<file path="src/rtl/timer_pkg.sv">
// Shared register map and bit positions for the bus-mapped simple_timer.
package timer_pkg;

  localparam logic [3:0] REG_CTRL  = 4'd0;
  localparam logic [3:0] REG_STAT  = 4'd1;
  localparam logic [3:0] REG_PRESC = 4'd2;
  localparam logic [3:0] REG_CNT_H = 4'd3;
  localparam logic [3:0] REG_CNT_L = 4'd4;
  localparam logic [3:0] REG_CMP_H = 4'd5;
  localparam logic [3:0] REG_CMP_L = 4'd6;
  localparam logic [3:0] REG_CAP_H = 4'd7;
  localparam logic [3:0] REG_CAP_L = 4'd8;

  localparam int CTRL_EN   = 0;
  localparam int CTRL_OCIE = 1;
  localparam int CTRL_TOIE = 2;
  localparam int CTRL_ARLD = 3;
  localparam int CTRL_ICIE = 4;

  localparam int STAT_OCF = 0;
  localparam int STAT_TOF = 1;
  localparam int STAT_ICF = 2;

endpackage

</file>
<file path="src/rtl/timer_prescaler.sv">
// Divides clk by (divisor+1): tick is high for one clk each time the count reaches divisor.
module timer_prescaler #(
  parameter int PRESC_W = 8
) (
  input  logic               clk,
  input  logic               rst,
  input  logic               en,
  input  logic [PRESC_W-1:0] divisor,
  input  logic               clear,
  output logic               tick
);

  logic [PRESC_W-1:0] count;

  assign tick = en & (count == divisor);

  always_ff @(posedge clk) begin
    if (rst) begin
      count <= '0;
    end else if (clear) begin
      count <= '0;
    end else if (en) begin
      count <= tick ? '0 : count + {{(PRESC_W-1){1'b0}}, 1'b1};
    end
  end

endmodule

</file>
<file path="src/rtl/simple_timer.sv">
// 16-bit prescaled timer with output compare, overflow flag and maskable irq.
// Input capture (cap_in port, CAP registers, ICF/ICIE) exists only with TIMER_CAPTURE_EN.
module simple_timer
  import timer_pkg::*;
#(
  parameter int          PRESC_W   = 8,
  parameter logic [15:0] CNT_RESET = 16'h0000,
  parameter logic [15:0] CMP_RESET = 16'hFFFF
) (
  input  logic       clk,
  input  logic       rst,
  input  logic [3:0] Address,
  input  logic [7:0] DI,
  output logic [7:0] DO,
  input  logic       rw,
  input  logic       cs,
  output logic       irq
`ifdef TIMER_CAPTURE_EN
  ,
  input  logic       cap_in
`endif
);

`ifdef TIMER_CAPTURE_EN
  localparam logic [4:0] CTRL_MASK = 5'h1F;
`else
  localparam logic [4:0] CTRL_MASK = 5'h0F;
`endif

  // Bus: single-cycle access, no wait states. cs=1 & rw=0 commits a write at
  // the posedge; cs=1 & rw=1 applies read side effects (byte latches) at the
  // posedge while DO shows the addressed register combinationally.
  logic wr, rd;
  assign wr = cs & ~rw;
  assign rd = cs & rw;

  logic [4:0]         ctrl;
  logic [2:0]         stat;
  logic [PRESC_W-1:0] presc;
  logic [15:0]        cnt, cmp;
  logic [7:0]         cnt_lat, cnt_wbuf, cmp_wbuf;
  logic               tick, presc_clear;
  logic               cnt_l_wr, cnt_tick, match;
  logic [2:0]         stat_set, stat_clr;
  logic               cap_set;

  assign cnt_l_wr    = wr & (Address == REG_CNT_L);
  assign presc_clear = wr & ((Address == REG_PRESC) | (Address == REG_CNT_L));
  // A CNT_L load overrides the tick that lands in the same cycle.
  assign cnt_tick    = tick & ~cnt_l_wr;
  assign match       = (cnt == cmp);

  timer_prescaler #(.PRESC_W(PRESC_W)) u_presc (
    .clk     (clk),
    .rst     (rst),
    .en      (ctrl[CTRL_EN]),
    .divisor (presc),
    .clear   (presc_clear),
    .tick    (tick)
  );

  always_comb begin
    stat_set           = '0;
    stat_set[STAT_OCF] = cnt_tick & match;
    stat_set[STAT_TOF] = cnt_tick & ~match & (cnt == 16'hFFFF);
    stat_set[STAT_ICF] = cap_set;
  end

  assign stat_clr = (wr && Address == REG_STAT) ? DI[2:0] : 3'b000;

  always_ff @(posedge clk) begin
    if (rst) begin
      ctrl     <= '0;
      stat     <= '0;
      presc    <= '0;
      cnt      <= CNT_RESET;
      cmp      <= CMP_RESET;
      cnt_lat  <= '0;
      cnt_wbuf <= '0;
      cmp_wbuf <= '0;
    end else begin
      // Hardware set beats a coincident write-1-clear.
      stat <= (stat & ~stat_clr) | stat_set;

      if (wr) begin
        case (Address)
          REG_CTRL:  ctrl     <= DI[4:0] & CTRL_MASK;
          REG_PRESC: presc    <= PRESC_W'(DI);
          REG_CNT_H: cnt_wbuf <= DI;
          REG_CMP_H: cmp_wbuf <= DI;
          REG_CMP_L: cmp      <= {cmp_wbuf, DI};
          default: ;
        endcase
      end

      if (rd && Address == REG_CNT_H) cnt_lat <= cnt[7:0];

      if (cnt_l_wr) begin
        cnt <= {cnt_wbuf, DI};
      end else if (tick) begin
        cnt <= (match && ctrl[CTRL_ARLD]) ? 16'h0000 : cnt + 16'd1;
      end
    end
  end

`ifdef TIMER_CAPTURE_EN
  logic [2:0]  cap_sync;
  logic [15:0] cap;
  logic [7:0]  cap_lat;

  // cap_sync[1:0] is the synchroniser; cap_sync[2] holds the previous value for edge detect.
  assign cap_set = cap_sync[1] & ~cap_sync[2];

  always_ff @(posedge clk) begin
    if (rst) begin
      cap_sync <= '0;
      cap      <= '0;
      cap_lat  <= '0;
    end else begin
      cap_sync <= {cap_sync[1:0], cap_in};
      if (cap_set) cap <= cnt;
      if (rd && Address == REG_CAP_H) cap_lat <= cap[7:0];
    end
  end
`else
  assign cap_set = 1'b0;
`endif

  always_comb begin
    DO = 8'h00;
    if (cs) begin
      case (Address)
        REG_CTRL:  DO = {3'b000, ctrl};
        REG_STAT:  DO = {5'b00000, stat};
        REG_PRESC: DO = 8'(presc);
        REG_CNT_H: DO = cnt[15:8];
        REG_CNT_L: DO = cnt_lat;
        REG_CMP_H: DO = cmp[15:8];
        REG_CMP_L: DO = cmp[7:0];
`ifdef TIMER_CAPTURE_EN
        REG_CAP_H: DO = cap[15:8];
        REG_CAP_L: DO = cap_lat;
`else
        REG_CAP_H: DO = 8'h00;
        REG_CAP_L: DO = 8'h00;
`endif
        default:   DO = 8'h00;
      endcase
    end
  end

  assign irq = (stat[STAT_OCF] & ctrl[CTRL_OCIE]) |
               (stat[STAT_TOF] & ctrl[CTRL_TOIE]) |
               (stat[STAT_ICF] & ctrl[CTRL_ICIE]);

endmodule

</file>
<file path="config.mk">
export PLATFORM = sky130hd
export DESIGN_NAME = simple_timer
export DESIGN_NICKNAME = d
export VERILOG_FILES = /design/src/rtl/timer_pkg.sv /design/src/rtl/timer_prescaler.sv /design/src/rtl/simple_timer.sv
export SDC_FILE = /design/constraint.sdc
export NUM_CORES = 1
export LEC_CHECK = 0
export CAP_MARGIN = 20
export CORE_UTILIZATION = 45
export DETAILED_ROUTE_END_ITERATION = 16
export HOLD_SLACK_MARGIN = 0.03
export SETUP_SLACK_MARGIN = 0.3
export SKIP_CTS_REPAIR_TIMING = 1
export SLEW_MARGIN = 5
export SYNTH_ARGS = -nofsm -noshare
export SYNTH_HDL_FRONTEND = slang
export SYNTH_SLANG_ARGS = --single-unit
</file>
<file path="constraint.sdc">
create_clock -name clk -period 4.3 [get_ports clk]
set_input_delay 1.29 -clock clk [delete_from_list [all_inputs] [get_ports clk]]
set_output_delay 1.29 -clock clk [all_outputs]
set_load 0.05 [all_outputs]
</file>
== Word level (Yosys, flattened, before mapping) ==
Cells that the tools add are included.
Operators by class
  add/sub/neg operators: 2
  $mul: 0
  divide/modulo/power cells: 0
  magnitude comparators: 0
  equal/unequal tests: 9
  shifts and indexed selects: 0
  mux-type cells: 7
  bitwise logic cells: 19
  reduce and logical (&&, ||, !) cells: 11
Operator list (count)
  8-bit case mux with 7 select lines: 1
  16-bit two-way mux: 3
  16-bit by 1-bit adder with 16-bit output (second input constant): 1
  16-bit equality test: 1
  16-bit equality test (second input constant): 1
  8-bit two-way mux: 2
  4-bit by 3-bit equality test with 1-bit output (second input constant): 3
  1-bit bitwise AND: 11
  2-bit AND reduction: 5
  8-bit by 1-bit adder with 8-bit output (second input constant): 1
  4-bit by 2-bit equality test with 1-bit output (second input constant): 2
  8-bit equality test: 1
  4-bit by 1-bit equality test with 1-bit output (second input constant): 1
  4-bit zero test: 1
  3-bit bitwise AND: 1
  1-bit logical AND: 3
  3-bit two-way mux: 1
  1-bit inverter: 3
  3-bit inverter: 1
  3-bit by 2-bit OR with 3-bit output: 1
  1-bit OR: 2
  2-bit nonzero test: 1
  2-bit OR reduction: 1
Storage, ports and cells
  flip-flop bits (word level): 79
  bits in latches: 0
  memory bits (writable): 0
  bits in read-only memories: 0
  word-level logic and storage cells: 57
  memories: 0

== Depth between registers and ports, before layout ==
  depth after elaboration: 8
  mapped depth: 8
  depth with buffers taken out: 6

== Cells and area by module ==
From an unflattened synthesis, not the netlist that was laid out.
Unflattened totals
  cells, all modules: 491
  area, all modules: 4121.5 sq um
By module, submodules not included
  simple_timer: instances 1, cells each 441, area each 3667.3 sq um
  timer_prescaler: instances 1, cells each 50, area each 454.2 sq um

== Worst setup path after synthesis ==
Ideal clock, no wire load.
  kind: input to output
  start point: input port Address[1]
  end point: output port DO[1]
  data arrival time: 3127 ps
  slack: -117 ps
  cell stages on the path: 6
  cell sequence: clkbuf_1 -> nand2b_1 -> nor2_1 -> buf_2 -> a22oi_1 -> a31oi_1
Between the ends
  word-level cells in the longest chain between the ends: 3
  elaborated cells between the ends (all ways): 9
  classes of those cells: 6 x eq/ne; 2 x mux; 1 x reduce/logical
Ends and longest elaborated chain
  from (decl): RTL line simple_timer.sv:12  | input logic [3:0] Address,
  4-bit by 3-bit equality test with 1-bit output (tied with other cells): RTL line simple_timer.sv:132  | case (Address)
  8-bit case mux with 7 select lines *: RTL line simple_timer.sv:132
  8-bit two-way mux *: RTL line simple_timer.sv:131  | if (cs) begin
  to (decl): RTL line simple_timer.sv:14  | output logic [7:0] DO,
Every way passes the cells marked *; elsewhere a longest branch is shown, timed or not.

== Worst setup path in the final report ==
  start point: input port Address[0]
  end point: output port DO[0]
The elaborated chain is that of the path after synthesis.

==> summary.txt <==
Outcome
  – Outcome: complete, no violations

Clocking
  – Clock transition at the registers of the reported paths: 0.08 ns
  – CTS tree: built
  – H-tree Lvls: 3
  – CTS Sinks: 79
  – Root Driver: clkbuf_8
  – Clk_lat worst skew: 0.36 ns
  – Max Root-Sink Buffers: 2
  – Total CTS buffers: 9

Logic synthesis
  – Synth Area in Compound Gates: 16.7%
  – #FFs+latches synth: 79
  – Post-synthesis mux area share: 4.41%
  – Largest family of logic cells by synthesized area: simple AND/OR/NAND/NOR gates
  – Net Count, Synth: 527
  – Post-synth EDFFs: 0
  – Post-Synth XOR/XNOR Area: 7.34%
  – Ys flop type: dfxtp_1
  – Synth Instances: 509
  – Synth Cell Area: 4180 µm²
  – Async SR Flop Fraction: 0%
  – Unique masters post-synth: 53
  – Seq/Total Area, Yosys: 37.9%
  – Warnings, synthesis: 0
  – Simple-Gate Fraction of Synth Area: 27.5%
  – Post-Syn Area per Cell: 8.20 µm²
  – Adder-cell share of the synthesized area: 0.599%

Drt
  – Residual DRC: 0
  – Wirelength per Cell: 19.1 µm
  – Pre-antenna DRT Iters: 8
  – Antenna Nets Post-Route: 0
  – Routed vias/inst: 5.92
  – WL final: 12.3 mm
  – Drt first-iter violations: 204
  – Vias: 3807

Floorplan
  – Die W: 98.3 µm
  – Io pins: 25
  – Die ar.: 9670 µm²
  – Placement Rows: 34
  – Initial Utilization: 47.2%
  – Core Region: 8850 µm²
  – Die height: 98.3 µm

Worst hold path
  – Hold crit path type: flip-flop to flip-flop

Setup path
  – Worst Setup Start Kind: input pin
  – Crit-path max FO: 5
  – Worst setup EP type: primary output
  – WP data required: 3.01 ns
  – CP arrival: 2.64 ns
  – Setup CP Type: input pin to primary output

Finish
  – Layout area overhead: 18.8%
  – Post-layout instance area: 4960 µm²
  – Number of diodes: 0
  – Area occupied by registers: 1580 µm²
  – Multi-input logic area: 2450 µm²
  – Layout Nets: 549
  – Fillers: 866
  – Most common cell after layout, fill and taps aside: nand2_1
  – Layout cells sized above 1: 14.2%
  – Final core occ: 56.0%
  – Commonest non-fill, non-tap cells in the layout: 89 x nand2_1, 79 x dfxtp_1, 36 x nor2_1, 36 x a21oi_1, 33 x nand3_1

STA
  – Final Skew: 0.0147 ns
  – Worst-Margin Slew: 0.894 ns
  – Endpoints failing setup: 0
  – RSZ-0062 raised after global routing: false
  – Highest clock rate: 254 MHz
  – Slew Viols, Final: 0
  – Slew margin rel.: 40.4%
  – Fin. Hold Viols: 0
  – Minimum clock period: 3.93 ns
  – Post-Route Setup TNS: 0 ns
  – Final period utilization: 91.5%

Global routing
  – First-pass GRT wire length: 19.7 mm
  – Largest net degree at the start of global routing: 40
  – Vias in the first global route: 3596
  – GRT Util Overall: 26.9%
  – Grt ovf: 0
  – Initial antenna violation count: 0

Place
  – DP Area: 4650 µm²
  – Dpl hpwl: 8.55 mm
  – Placer Congestion: 0.884
  – PortBufs: 24

Power and ir drop
  – Total power: 1610 µW
  – Lkg Pwr: 0.00184 µW
  – Cell Pwr Density: 325 nW/µm²
  – VDD IR max: 0.255 mV

Job
  – Max Cap Viol: 0
[worst paths after layout]
path | from | to | slack [ns] | depth (start not counted)
setup / recovery | Address[0] | DO[0] | 0.37 | 7
hold / removal | stat[2] | stat[2] | 0.45 | 2
setup reg to reg | presc[7] | cnt[5] | 1.99 | 5
hold reg to reg | stat[2] | stat[2] | 0.45 | 2
[state kept, by name, indices dropped and copies added, names as in the netlist]
| register | cells |
|---|---|
| cmp | 16 |
| cmp_wbuf | 8 |
| cnt | 16 |
| cnt_lat | 8 |
| cnt_wbuf | 8 |
| ctrl | 4 |
| presc | 8 |
| stat | 3 |
| u_presc.count | 8 |
[metrics by stage]
step,hold WS (ns),std cells,worst slack (ns)
after CTS,0.459,640,0.00940
after floorplan,0.424,509,0.199
after detailed placement,0.445,625,0.00953
final,0.455,643,0.366
after global routing,0.464,643,0.313
after global placement,0.445,625,0.0138
[critical path, stage by stage]
cell	delay [ns]
dlymetal6s2s_1	0.18
buf_4	0.17
nand3b_1	0.15
a211oi_1	0.39
a221oi_1	0.12
a21oi_2	0.20
buf_12	0.15
[layer usage]
layer | GRT usage [%] | vias to the layer above | wire [µm]
met3 | 5.87 | 19 | 765
li1 | - | 1845 | -
met1 | 38.0 | 1826 | 5720
met5 | 0 | - | 0
met2 | 41.1 | 117 | 5550
met4 | 8.27 | 0 | 275
[synthesized netlist by cell type, types with 4 or more instances]
master	n	share of area [%]
nor2_1	36	3.2
a222oi_1	5	1.2
nand3_1	33	4.0
nand3b_1	19	3.4
nor4_1	8	1.2
o32ai_1	4	0.84
xor2_1	28	5.9
a22oi_1	8	1.4
a21oi_1	43	5.2
buf_2	18	2.2
xnor2_1	7	1.5
nor3_1	4	0.48
o22ai_1	11	1.6
and3_1	6	0.90
mux2i_1	15	3.6
nand2_1	89	8.0
a2bb2oi_1	14	2.9
clkbuf_1	15	1.3
nand4_1	6	0.90
nand2b_1	7	1.0
and2_1	6	0.90
inv_1	5	0.45
dfxtp_1	79	38
[kinds of logic after synthesis]
group	Yosys count
muxes	18
adders and majority gates	2
and+or+nand+nor	227
buffers and inverters	45
xor gates and xnor gates	35
DFF	79
AOI/OAI and AO/OA	103
[layout make-up]
class | instances | area share, %
flip-flops and latches | 79 | 31.9
clock inverters | 5 | 2.14
well taps | 108 | 2.73
repair buffers | 51 | 10.7
clock buffers | 10 | 2.78
inverters | 5 | 0.379
multi-input cells | 385 | 49.4
[power breakdown]
part	internal [µW]	switching (µW)
clock	399	279
sequential	745	31.0
combinational	71.5	86.8
Note: power is estimated with default switching activity, not from simulation.
